--- config.mk ---
export PLATFORM = sky130hd
export DESIGN_NAME = wb_mem_arbiter
export DESIGN_NICKNAME = d
export VERILOG_FILES = /design/src/rtl/wb_mem_arbiter.sv
export SDC_FILE = /design/constraint.sdc
export NUM_CORES = 1
export LEC_CHECK = 0
export BUFFER_PORTS_ARGS = -buffer_cell sky130_fd_sc_hd__buf_4
export CAP_MARGIN = 0
export CORE_MARGIN = 2
export CORE_UTILIZATION = 30
export DETAILED_ROUTE_END_ITERATION = 8
export GPL_TIMING_DRIVEN = 0
export PLACE_DENSITY = 0.6
export SLEW_MARGIN = 20
export SYNTH_ARGS = -nofsm -noshare
export SYNTH_HDL_FRONTEND = slang
export SYNTH_SLANG_ARGS = --single-unit
--- constraint.sdc ---
create_clock -name clk -period 3.7 [get_ports clk]
set_clock_uncertainty 0.15 [all_clocks]
set_input_delay 0.37 -clock clk [delete_from_list [all_inputs] [get_ports clk]]
set_output_delay 0.37 -clock clk [all_outputs]
set_load 0.02 [all_outputs]
--- src/rtl/wb_mem_arbiter.sv ---
// wb_mem_arbiter: round-robin share of one classic Wishbone master between imem and dmem.
module wb_mem_arbiter #(
  parameter int TIMEOUT_CYCLES = 255,
  parameter int ADDR_WIDTH = 32,
  parameter int DATA_WIDTH = 32
) (
  input  logic                  clk,
  input  logic                  rst,
  input  logic                  imem_req,
  input  logic [ADDR_WIDTH-1:0] imem_addr,
  output logic [DATA_WIDTH-1:0] imem_rdata,
  output logic                  imem_resp,
  output logic                  imem_err,
  input  logic                  dmem_req,
  input  logic                  dmem_cmd,
  input  logic [1:0]            dmem_width,
  input  logic [ADDR_WIDTH-1:0] dmem_addr,
  input  logic [DATA_WIDTH-1:0] dmem_wdata,
  output logic [DATA_WIDTH-1:0] dmem_rdata,
  output logic                  dmem_resp,
  output logic                  dmem_err,
  output logic                  wb_cyc,
  output logic                  wb_stb,
  output logic                  wb_we,
  output logic [3:0]            wb_sel,
  output logic [ADDR_WIDTH-1:0] wb_addr,
  output logic [DATA_WIDTH-1:0] wb_data_out,
  input  logic [DATA_WIDTH-1:0] wb_data_in,
  input  logic                  wb_ack
);
  typedef enum logic [1:0] {IDLE, BUS, RESP} state_t;
  localparam logic [31:0] TO = 32'(TIMEOUT_CYCLES);
  state_t state, state_n;
  logic last, last_n, own, own_n, pick_d, tout, done;
  logic cyc_n, we_n, iresp_n, ierr_n, dresp_n, derr_n;
  logic [31:0] cnt, cnt_n, cnt_inc;
  logic [3:0] sel_n, dsel;
  logic [ADDR_WIDTH-1:0] addr_n;
  logic [DATA_WIDTH-1:0] dout_n, ddata, irdata_n, drdata_n, cap;
  // last/own: 0 = imem, 1 = dmem; on a tie the side that did not go last wins
  assign pick_d = dmem_req & (~imem_req | ~last);
  assign cnt_inc = cnt + 32'd1;
  assign tout = (TO != 32'd0) && (cnt_inc == TO);
  assign done = wb_ack | tout;
  assign cap = wb_ack ? wb_data_in : '0;
  assign dsel = dmem_width == 2'b00 ? 4'b0001 << dmem_addr[1:0] :
                dmem_width == 2'b01 ? (dmem_addr[1] ? 4'b1100 : 4'b0011) : 4'b1111;
  assign ddata = dmem_width == 2'b00 ? {4{dmem_wdata[7:0]}} :
                 dmem_width == 2'b01 ? {2{dmem_wdata[15:0]}} : dmem_wdata;
  always_comb begin
    state_n = state;
    last_n = last;
    own_n = own;
    cnt_n = cnt;
    cyc_n = wb_cyc;
    we_n = wb_we;
    sel_n = wb_sel;
    addr_n = wb_addr;
    dout_n = wb_data_out;
    irdata_n = imem_rdata;
    drdata_n = dmem_rdata;
    iresp_n = 1'b0;
    ierr_n = 1'b0;
    dresp_n = 1'b0;
    derr_n = 1'b0;
    case (state)
      IDLE: if (imem_req | dmem_req) begin
        state_n = BUS;
        own_n = pick_d;
        last_n = pick_d;
        cnt_n = '0;
        cyc_n = 1'b1;
        we_n = pick_d & dmem_cmd;
        sel_n = pick_d ? dsel : 4'b1111;
        addr_n = pick_d ? dmem_addr : imem_addr;
        dout_n = pick_d ? ddata : '0;
      end
      BUS: if (done) begin
        state_n = RESP;
        cyc_n = 1'b0;
        we_n = 1'b0;
        sel_n = 4'b0000;
        iresp_n = ~own;
        dresp_n = own;
        ierr_n = ~own & ~wb_ack;
        derr_n = own & ~wb_ack;
        irdata_n = own ? imem_rdata : cap;
        drdata_n = own ? cap : dmem_rdata;
      end else cnt_n = cnt_inc;
      RESP: state_n = IDLE;
      default: state_n = IDLE;
    endcase
  end
  always_ff @(posedge clk) begin
    if (rst) begin
      state <= IDLE;
      last <= 1'b1;
      own <= 1'b0;
      cnt <= '0;
      wb_cyc <= 1'b0;
      wb_stb <= 1'b0;
      wb_we <= 1'b0;
      wb_sel <= '0;
      wb_addr <= '0;
      wb_data_out <= '0;
      imem_rdata <= '0;
      imem_resp <= 1'b0;
      imem_err <= 1'b0;
      dmem_rdata <= '0;
      dmem_resp <= 1'b0;
      dmem_err <= 1'b0;
    end else begin
      state <= state_n;
      last <= last_n;
      own <= own_n;
      cnt <= cnt_n;
      wb_cyc <= cyc_n;
      wb_stb <= cyc_n;
      wb_we <= we_n;
      wb_sel <= sel_n;
      wb_addr <= addr_n;
      wb_data_out <= dout_n;
      imem_rdata <= irdata_n;
      imem_resp <= iresp_n;
      imem_err <= ierr_n;
      dmem_rdata <= drdata_n;
      dmem_resp <= dresp_n;
      dmem_err <= derr_n;
    end
  end
endmodule

==> metrics.cfg <==
[outcome]
status = completed

[global_routing]
antenna_found_initial = 0
grt_max_degree = 19
first_global_vias = 7707
grt_pass1_wl_mm = 44.12
grt_usage_pct = 19.79
overflow = 0

[pwr]
pwr-share-seq_pct = 42.8
power.internal_mw = 3.306
p_clk_share_pct = 38.9
peakVddDrop_mv = 0.2955
p_switching_mw = 1.418
pwr_density_cell_mw_per_mm2 = 410.3
combPwrFrac_pct = 18.3
swShare_pct = 30.01
leakagePower_nw = 4.818

[worst_setup_path]
cp-end-kind = flop
path_max_fanout = 10
worstPathArrival_ns = 3.63
critical_path_class = flop to flop
worstPathRequired_ns = 3.88
reg2reg_depth = 12
start_kind = flop
r2r_start = cnt[1]
worstReg2RegEnd = cnt[2]
r2r_setup_slack_ns = 0.25

[floorplan]
io_pins = 275
die_width_um = 168.9
start_util_pct = 30.43
die_area_mm2 = 0.02852
fp.dieH_um = 168.9
rows = 60
core_area_mm2 = 0.02680

[drt]
drc = 0
initialDrtViolationCount = 501
antenna_left = 0
firstDrtPassIters = 5
wl_mm = 29.26
wl_per_cell_um = 19.10
viasPerCell = 5.275
dr_total_vias = 8082

[synth]
yosys_register_bits = 174
synthArstFlopShare_pct = 0
synth_common_cells = dfxtp_1 (174), nor2_1 (96), a22o_1 (68), nand2_1 (52), clkbuf_1 (45)
syn_area_mm2 = 0.008157
syn_avg_cell_area_um2 = 9.484
yosysMostFrequentCell = dfxtp_1
syn_inst = 860
synth_cell_types = 73
yosys_warnings = 0
synth_fp_nets = 998
seq_area_frac_synth_pct = 42.71
yosysTopAreaCell = dfxtp_1
ys.flop_type = dfxtp_1
synth_edf_count = 0
yosysTopAreaCellShare_pct = 42.71
synth_area_leaders = dfxtp_1 (43%), a22o_1 (7.3%), mux2i_1 (5.0%)

[min_path]
min-delay-start = wb_data_in[1]
min_to = dmem_rdata[1]
holdPathStages = 2
min_path_type = input port to flop

[layout]
drive_above_1_share_pct = 33.08
num_antenna_cells = 0
synthToLayoutAreaGrowth_pct = 41.17
nNetsFinal = 1316

[sta]
finalSetupViolCount = 0
hold_violations = 0
fmax_ghz = 0.2895
rsz0062_at_grt = false
fin_crit_ns = 3.455
finalCritPeriodShare_pct = 93.37
tns_ns = 0
setup_ws_ns = 0.2455
report.final.slew_viol_count = 0
maxSlewHeadroom_pct = 38.22
worst_pin_slew_ns = 0.9238

[clock_network]
cts_tree = yes
cts-root-buf = clkbuf_16
clk_latency_ns = 0.43
cts_sinks = 174
clkTransAtPathRegs_ns = 0.08
htreeDepth = 4
post_cts_buffers = 0
cts_buffers = 17
cts_buffer_depth = 2

[place]
port-buffer-count = 272
hpwl_mm = 22.16
gp_congestion = 0.8979
preCtsSetupSlack_ns = 0.05265

[job]
max_cap_viol_count = 0

## logic make-up after synthesis
| family | share of synthesized area (%) |
|---|---|
| simple gates | 17.76 |
| buf+inv | 5.323 |
| fa+ha+maj | 0.3067 |
| compound gates | 25.59 |
| xor+xnor | 1.074 |
| flops | 42.71 |
| mux | 7.240 |
## worst max path at each step
stage	to	startpoint	slack (ns)	cells past startpoint
global route	cnt[2]	cnt[0]	0.06	14
CTS	dmem_err	cnt[1]	0.05	12
floorplan	dmem_rdata[0]	cnt[1]	0.72	13
finish	cnt[2]	cnt[1]	0.25	12
detailed placement	dmem_err	cnt[1]	0.05	12
global placement	dmem_err	cnt[1]	0.09	10
## layout by cell type (no fill, tap or decap), types with 13 or more instances in the layout
master | Yosys | layout
mux2i_1 | 41 | 40
dlygate4sd3_1 | 0 | 27
nor3_1 | 13 | 13
a22o_1 | 68 | 68
a22oi_1 | 34 | 34
a21oi_1 | 18 | 18
o21ai_0 | 30 | 30
buf_4 | 3 | 275
a211oi_1 | 33 | 33
nand3_1 | 30 | 30
clkbuf_1 | 45 | 45
nor2_1 | 96 | 95
dfxtp_1 | 174 | 172
o31ai_1 | 13 | 13
nand2_1 | 52 | 52
mux2_2 | 16 | 16
clkbuf_16 | 0 | 17
## metrics by stage
step,instance area [um^2],util (%),instances,power (mW),hold slack (ns)
6_report,11510,42.96,1532,4.724,0.01071
4_1_cts,11480,42.85,1531,4.753,0.001492
5_1_grt,11510,42.96,1532,4.917,0.002353
3_3_place_gp,10630,39.65,1473,2.899,0.3024
3_5_place_dp,10630,39.65,1473,2.904,0.3147
2_1_floorplan,8157,-,860,2.495,0.2827
## sequential cells by signal (all words and copies together), names as in the netlist
name	cells
wb_stb	1
cnt	32
wb_sel	4
imem_err	1
wb_we	1
last	1
own	1
dmem_resp	1
imem_resp	1
wb_data_out	32
dmem_rdata	32
imem_rdata	32
dmem_err	1
wb_addr	32
state	2
## critical path, stage by stage (launching register included)
cell and delay [ns]:
dfxtp_2 0.43, ha_1 0.17, clkbuf_2 0.18, and3_1 0.17, buf_2 0.17, nand3_1 0.20, nor4_1 0.55, nand4b_2 0.28
nor3_1 0.09, or4_1 0.40, buf_4 0.20, buf_8 0.18, o32ai_1 0.16
## timing repair
| item | CTS | global route |
|---|---|---|
| setup endpoints to repair | 0 | 75 |
| endpoints found under the hold margin | 42 | 1 |
| hold buffers | 26 | 1 |
| gates resized for setup | 0 | 6 |
## final cells by class
| cell class | count | area (um^2) |
|---|---|---|
| Fill cell | 2682 | 15290 |
| Multi-Input combinational cell | 596 | 4258 |
| Sequential cell | 174 | 3486 |
| Timing Repair Buffer | 299 | 2312 |
| Tap cell | 341 | 426.7 |
| Clock buffer | 17 | 425.4 |
| Buffer | 81 | 400.4 |
| Clock inverter | 15 | 172.7 |
| Inverter | 9 | 33.78 |
## power by group through the flow
stage	Sequential [mW]	Combinational (mW)	Clock [mW]
after floorplan	2.16	0.331	0
after global placement	2.06	0.838	0
after detailed placement	2.06	0.841	0
after CTS	2.02	0.866	1.87
after global routing	2.03	0.926	1.96
final	2.02	0.866	1.84
## layer usage
| layer | routed length [um] | vias up | track usage, % | part of all wire, % |
|---|---|---|---|---|
| met5 | 0 | - | 0 | 0 |
| met4 | 613 | 0 | 6.109 | 2.1 |
| met3 | 2351 | 46 | 5.752 | 8.0 |
| met2 | 13750 | 330 | 33.05 | 47 |
| met1 | 12540 | 3841 | 24.62 | 43 |
| li1 | - | 3865 | - | - |
Power figures use the tool's default switching activity.
